## src/rtl/rb_sys_bus_master.sv

```systemverilog
// RadioBox system-bus initiator: buffers register commands in a FIFO and
// runs them one at a time over the sys_* handshake, returning one response each.
module rb_sys_bus_master #(
    parameter int unsigned FIFO_AW    = 2,
    parameter int unsigned TMO_CYCLES = 16
) (
    input  logic        clk_adc_125mhz,
    input  logic        adc_rst_i,

    input  logic        cmd_vld,
    output logic        cmd_rdy,
    input  logic        cmd_we,
    input  logic [31:0] cmd_addr,
    input  logic [31:0] cmd_wdata,
    input  logic [3:0]  cmd_sel,

    output logic        rsp_vld,
    input  logic        rsp_rdy,
    output logic [31:0] rsp_rdata,
    output logic        rsp_err,
    output logic        rsp_tmo,

    output logic [31:0] sys_addr,
    output logic [31:0] sys_wdata,
    output logic [3:0]  sys_sel,
    output logic        sys_wen,
    output logic        sys_ren,
    input  logic [31:0] sys_rdata,
    input  logic        sys_err,
    input  logic        sys_ack,

    output logic        busy
);

    localparam int unsigned DEPTH = 1 << FIFO_AW;
    localparam int unsigned CNT_W = FIFO_AW + 1;
    localparam int unsigned CW    = $clog2(TMO_CYCLES + 1);

    localparam logic [CNT_W-1:0] FULL_CNT = CNT_W'(DEPTH);
    localparam logic [CW-1:0]    TMO_LAST = CW'(TMO_CYCLES - 1);

    typedef enum logic [1:0] {
        IDLE,
        ISSUE,
        WAIT,
        RESP
    } state_t;

    typedef struct packed {
        logic        we;
        logic [31:0] addr;
        logic [31:0] wdata;
        logic [3:0]  sel;
    } cmd_t;

    cmd_t               mem_q [DEPTH];
    logic [FIFO_AW-1:0] wr_ptr_q, wr_ptr_d;
    logic [FIFO_AW-1:0] rd_ptr_q, rd_ptr_d;
    logic [CNT_W-1:0]   count_q, count_d;
    logic               full, empty, push, pop;
    cmd_t               head;

    state_t             state_q, state_d;
    logic [CW-1:0]      tmo_cnt_q, tmo_cnt_d;
    logic               we_q, we_d;
    logic [31:0]        sys_addr_q, sys_addr_d;
    logic [31:0]        sys_wdata_q, sys_wdata_d;
    logic [3:0]         sys_sel_q, sys_sel_d;
    logic               sys_wen_q, sys_wen_d;
    logic               sys_ren_q, sys_ren_d;
    logic               rsp_vld_q, rsp_vld_d;
    logic [31:0]        rsp_rdata_q, rsp_rdata_d;
    logic               rsp_err_q, rsp_err_d;
    logic               rsp_tmo_q, rsp_tmo_d;

    assign full    = (count_q == FULL_CNT);
    assign empty   = (count_q == '0);
    assign cmd_rdy = !full && !adc_rst_i;
    assign push    = cmd_vld && cmd_rdy;
    assign head    = mem_q[rd_ptr_q];

    always_comb begin
        wr_ptr_d = wr_ptr_q;
        rd_ptr_d = rd_ptr_q;
        count_d  = count_q;
        if (push) begin
            wr_ptr_d = wr_ptr_q + 1'b1;
        end
        if (pop) begin
            rd_ptr_d = rd_ptr_q + 1'b1;
        end
        case ({push, pop})
            2'b10:   count_d = count_q + 1'b1;
            2'b01:   count_d = count_q - 1'b1;
            default: count_d = count_q;
        endcase
    end

    // Storage is not reset: flushing the pointers and count empties the FIFO.
    always_ff @(posedge clk_adc_125mhz) begin
        if (push) begin
            mem_q[wr_ptr_q] <= cmd_t'{we: cmd_we, addr: cmd_addr, wdata: cmd_wdata, sel: cmd_sel};
        end
    end

    always_comb begin
        state_d     = state_q;
        tmo_cnt_d   = tmo_cnt_q;
        we_d        = we_q;
        sys_addr_d  = sys_addr_q;
        sys_wdata_d = sys_wdata_q;
        sys_sel_d   = sys_sel_q;
        sys_wen_d   = 1'b0;
        sys_ren_d   = 1'b0;
        rsp_vld_d   = rsp_vld_q;
        rsp_rdata_d = rsp_rdata_q;
        rsp_err_d   = rsp_err_q;
        rsp_tmo_d   = rsp_tmo_q;
        pop         = 1'b0;
        case (state_q)
            IDLE: begin
                if (!empty) begin
                    pop         = 1'b1;
                    we_d        = head.we;
                    sys_addr_d  = head.addr;
                    sys_wdata_d = head.wdata;
                    sys_sel_d   = head.sel;
                    // Strobes are registered, so they are set on entry to ISSUE.
                    sys_wen_d   = head.we;
                    sys_ren_d   = !head.we;
                    state_d     = ISSUE;
                end
            end
            ISSUE: begin
                tmo_cnt_d = '0;
                state_d   = WAIT;
            end
            WAIT: begin
                tmo_cnt_d = tmo_cnt_q + 1'b1;
                if (sys_ack) begin
                    rsp_vld_d   = 1'b1;
                    rsp_rdata_d = we_q ? '0 : sys_rdata;
                    rsp_err_d   = sys_err;
                    rsp_tmo_d   = 1'b0;
                    state_d     = RESP;
                end else if (tmo_cnt_q == TMO_LAST) begin
                    rsp_vld_d   = 1'b1;
                    rsp_rdata_d = '0;
                    rsp_err_d   = 1'b1;
                    rsp_tmo_d   = 1'b1;
                    state_d     = RESP;
                end
            end
            RESP: begin
                if (rsp_rdy) begin
                    rsp_vld_d = 1'b0;
                    state_d   = IDLE;
                end
            end
            default: state_d = IDLE;
        endcase
    end

    always_ff @(posedge clk_adc_125mhz) begin
        if (adc_rst_i) begin
            wr_ptr_q    <= '0;
            rd_ptr_q    <= '0;
            count_q     <= '0;
            state_q     <= IDLE;
            tmo_cnt_q   <= '0;
            we_q        <= 1'b0;
            sys_addr_q  <= '0;
            sys_wdata_q <= '0;
            sys_sel_q   <= '0;
            sys_wen_q   <= 1'b0;
            sys_ren_q   <= 1'b0;
            rsp_vld_q   <= 1'b0;
            rsp_rdata_q <= '0;
            rsp_err_q   <= 1'b0;
            rsp_tmo_q   <= 1'b0;
        end else begin
            wr_ptr_q    <= wr_ptr_d;
            rd_ptr_q    <= rd_ptr_d;
            count_q     <= count_d;
            state_q     <= state_d;
            tmo_cnt_q   <= tmo_cnt_d;
            we_q        <= we_d;
            sys_addr_q  <= sys_addr_d;
            sys_wdata_q <= sys_wdata_d;
            sys_sel_q   <= sys_sel_d;
            sys_wen_q   <= sys_wen_d;
            sys_ren_q   <= sys_ren_d;
            rsp_vld_q   <= rsp_vld_d;
            rsp_rdata_q <= rsp_rdata_d;
            rsp_err_q   <= rsp_err_d;
            rsp_tmo_q   <= rsp_tmo_d;
        end
    end

    assign sys_addr  = sys_addr_q;
    assign sys_wdata = sys_wdata_q;
    assign sys_sel   = sys_sel_q;
    assign sys_wen   = sys_wen_q;
    assign sys_ren   = sys_ren_q;
    assign rsp_vld   = rsp_vld_q;
    assign rsp_rdata = rsp_rdata_q;
    assign rsp_err   = rsp_err_q;
    assign rsp_tmo   = rsp_tmo_q;
    assign busy      = !empty || (state_q != IDLE);

endmodule

```

## config.mk

```make
export PLATFORM = sky130hd
export DESIGN_NAME = rb_sys_bus_master
export DESIGN_NICKNAME = d
export VERILOG_FILES = /design/src/rtl/rb_sys_bus_master.sv
export SDC_FILE = /design/constraint.sdc
export NUM_CORES = 1
export LEC_CHECK = 0
export BUFFER_PORTS_ARGS = -buffer_cell sky130_fd_sc_hd__buf_2
export CORE_UTILIZATION = 56
export CTS_BUF_LIST = sky130_fd_sc_hd__clkbuf_16
export DETAILED_ROUTE_END_ITERATION = 7
export GPL_TIMING_DRIVEN = 1
export PLACE_DENSITY = 0.79
export SYNTH_ARGS = -nofsm -noshare
export SYNTH_HDL_FRONTEND = slang
export SYNTH_SLANG_ARGS = --single-unit
```

## constraint.sdc

```tcl
create_clock -name clk_adc_125mhz -period 3.8 [get_ports clk_adc_125mhz]
set_input_delay 0.76 -clock clk_adc_125mhz [delete_from_list [all_inputs] [get_ports clk_adc_125mhz]]
set_output_delay 0.76 -clock clk_adc_125mhz [all_outputs]
set_load 0.01 [all_outputs]
```

==> key figures <==
Global route
  – Tot GR Track Use: 21.6%
  – Met1 usage: 28.8%
  – Busiest layer in global routing: met2
  – Largest net degree at the start of global routing: 70
  – Grt ovf: 0
  – Vias in the first global route: 7634
  – Initial antenna violation count: 7
  – Met2 usage: 35.4%
  – Global-route wire length before repair: 42900 um
  – Met3 Track Usage GR: 5.44%

STA
  – Slew Viols, Final: 0
  – Setup TNS: 0 ns
  – Min Clock Period, post-route: 2.56 ns
  – Worst slew margin: 20.0%
  – RSZ-0062 raised after global routing: false
  – F_max: 0.390 GHz
  – Final hold slack: 0.445 ns
  – Final Hold Viols: 0
  – Least-Margin Pin Slew: 1.19 ns
  – Setup violations, final: 0
  – Final period util: 67.4%
  – Layout Skew: 0.0198 ns

Detailed routing
  – Vias post-DR: 7732
  – Total routed wirelength: 27600 um
  – Post-route DRC: 0
  – Drt first pass iters: 5
  – Initial DRC count: 598
  – Number of routed nets with antenna violations: 0
  – Vias per cell: 5.68
  – DR WL/cell: 20.3 um

Worst setup path
  – Crit path kind: in2out
  – CP Data Required Time: 3.04 ns
  – Worst setup SP type: input port
  – R2R Setup Slk: 1.45 ns
  – Reg2reg end: rsp_rdata[4]$_SDFFE_PP0P_
  – R2R depth: 6
  – Critical Path Fanout Max: 34
  – Arr. time, crit path: 1.80 ns
  – R2R Path Start: tmo_cnt_q[0]$_SDFFE_PP0P_
  – Critical path endpoint category: output port

Die
  – Die ar.: 26100 sq um
  – Cell row count: 58
  – Core area: 25000 sq um
  – Die height: 162 um
  – Die width: 162 um
  – Initial Util: 56.9%
  – # IOs: 214

Finish
  – Non-Filler Instances: 1361
  – Filler cells: 1649
  – Util after Layout: 67.9%
  – Proportion of layout cells with a drive suffix above 1: 35.7%
  – # nets final: 1116
  – Commonest non-fill, non-tap cells in the layout: edfxtp_1, buf_2, dfxtp_1
  – Synthesis-to-finish area growth: 19.3%
  – Most common cell after layout, fill and taps aside: edfxtp_1

Power and ir drop
  – Int Pwr: 8.70 mW
  – Power Dens Cells: 697 nW/um^2
  – Sw frac: 26.6%
  – VDD IR max: 480 uV
  – Combinational Power Share: 19.1%
  – Final Power: 11.9 mW
  – Sw power: 3.16 mW
  – Reg power frac: 47.6%
  – Clock network fraction of design power: 33.3%
  – Leakage: 6.21 nW

Place
  – Cell total after placement: 1286
  – Input/output buffers: 213
  – GP Congestion: 0.779
  – DPL Wire Length: 17100 um

Hold path
  – Hold depth: 1
  – Worst Hold Class: in2reg
  – Min-Delay Endpoint: mem_q[1][21]$_DFFE_PP_
  – Worst Min Path Start: cmd_wdata[17]

Synthesis
  – FF+latch count, synth: 398
  – Synth unique cells: 43
  – Post-synthesis cell area: 14200 sq um
  – Synth Instances: 775
  – Post-synth EDFFs: 276
  – Mapped Nets: 894
  – Avg Synthesized Cell Area: 18.4 sq um
  – Syn. warnings: 0
  – Seq/Total Area, Yosys: 75.3%
  – Async S/R FF share, synth: 0%
  – Commonest register cell after synthesis: edfxtp_1

Clocking
  – Worst-path clk slew: 0.06 ns
  – CTS Buffer Depth: 3
  – Clock sink count: 398
  – PostCTS Resize Cnt: 0
  – CTS Buf Count: 39
  – H-tree depth: 2
  – Hold buffers post-CTS: 0
  – Setup Fix Bufs, Post-CTS: 0
  – Later-pin clock latency in the skew report: 0.53 ns
  – CTS tree: built
  – Root Driver: clkbuf_16

Job
  – Max cap viols: 0

Outcome
  – Status: completed
==> power groups by stage <==
stage	clock, mW	combinational, mW	sequential (mW)
floorplan	0	1.44	5.73
global placement	0	2.23	5.72
detailed placement	0	2.29	5.72
CTS	4.02	2.30	5.65
global route	4.19	2.47	5.71
finish	3.94	2.26	5.64
==> per-layer routing <==
layer / wire (um) / vias to the layer above / part of all wire [%]
met5: 34 / - / 0.12
met4: 594 / 6 / 2.2
met3: 2200 / 54 / 8.0
met2: 13500 / 302 / 49
met1: 11300 / 3851 / 41
li1: - / 3519 / -
==> kinds of logic (layout without fill, tap and decap cells) <==
group,Yosys count,in the layout,share of synthesized area (%)
AO/OA/AOI/OAI,122,122,6.37
multiplexers,73,73,11.2
flip-flops,398,398,75.3
XOR/XNOR,4,4,0.246
buffers and inverters,58,310,2.18
adder cells (fa/ha/maj),12,12,1.11
other,0,4,0
AND/OR/NAND/NOR,108,108,3.60
==> layout make-up <==
class	count	area [sq um]	share of cell area (%)
Antenna cell	4	10.0	0.0589
Clock buffer	40	1000	5.89
Clock inverter	31	333	1.96
Inverter	12	45.0	0.265
Multi-Input combinational cell	319	3230	19.0
Sequential cell	398	10700	63.1
Tap cell	330	413	2.43
Timing Repair Buffer	227	1230	7.25
==> registers in the layout, summed over array words and instances, names as in the netlist, named ones only <==
signal	count
mem_q	276
rsp_rdata	32
sys_addr	32
sys_wdata	32
tmo_cnt_q	5
sys_sel	4
count_q	3
rd_ptr_q	2
state_q	2
wr_ptr_q	2
rsp_err	1
rsp_tmo	1
rsp_vld	1
sys_ren	1
sys_wen	1
we_q	1
==> worst max-delay path, stage by stage <==
cell and delay [ns]:
buf_2 0.34, buf_4 0.40, nor2_1 0.13, buf_2 0.16
==> synth_stat cells, drive strengths merged, types with 2 or more instances <==
cell type	instances	area, sq um
a21oi	39	195
or3	2	12.5
mux2i	3	30.0
edfxtp	276	8290
buf	25	186
nor2b	3	18.8
nor3b	2	20.0
xor2	3	26.3
clkbuf	21	78.8
dfxtp	122	2440
nor2	12	52.6
nand3	34	170
mux4	69	1550
a22o	68	596
and3	2	12.5
ha	11	138
inv	12	45.0
nand2	43	161
o21ai	6	30.0
and2	5	31.3
nor3	2	10.0
==> how the worst max path moves through the flow <==
stage	from	to	cells after the start
final	adc_rst_i	cmd_rdy	4
after global routing	adc_rst_i	cmd_rdy	4
after CTS	adc_rst_i	cmd_rdy	4
after detailed placement	adc_rst_i	mem_q[2][7]$_DFFE_PP_	4
after global placement	adc_rst_i	mem_q[3][5]$_DFFE_PP_	4
after floorplan	adc_rst_i	mem_q[1][0]$_DFFE_PP_	2
==> per-stage QoR <==
stage | instance area [sq um] | setup slack (ns)
detailed placement | 15700 | 1.05
global placement | 15700 | 1.12
global route | 17000 | 1.14
finish | 17000 | 1.24
floorplan | 14200 | 0.597
CTS | 17000 | 1.23
(Power assumes the default switching activity.)
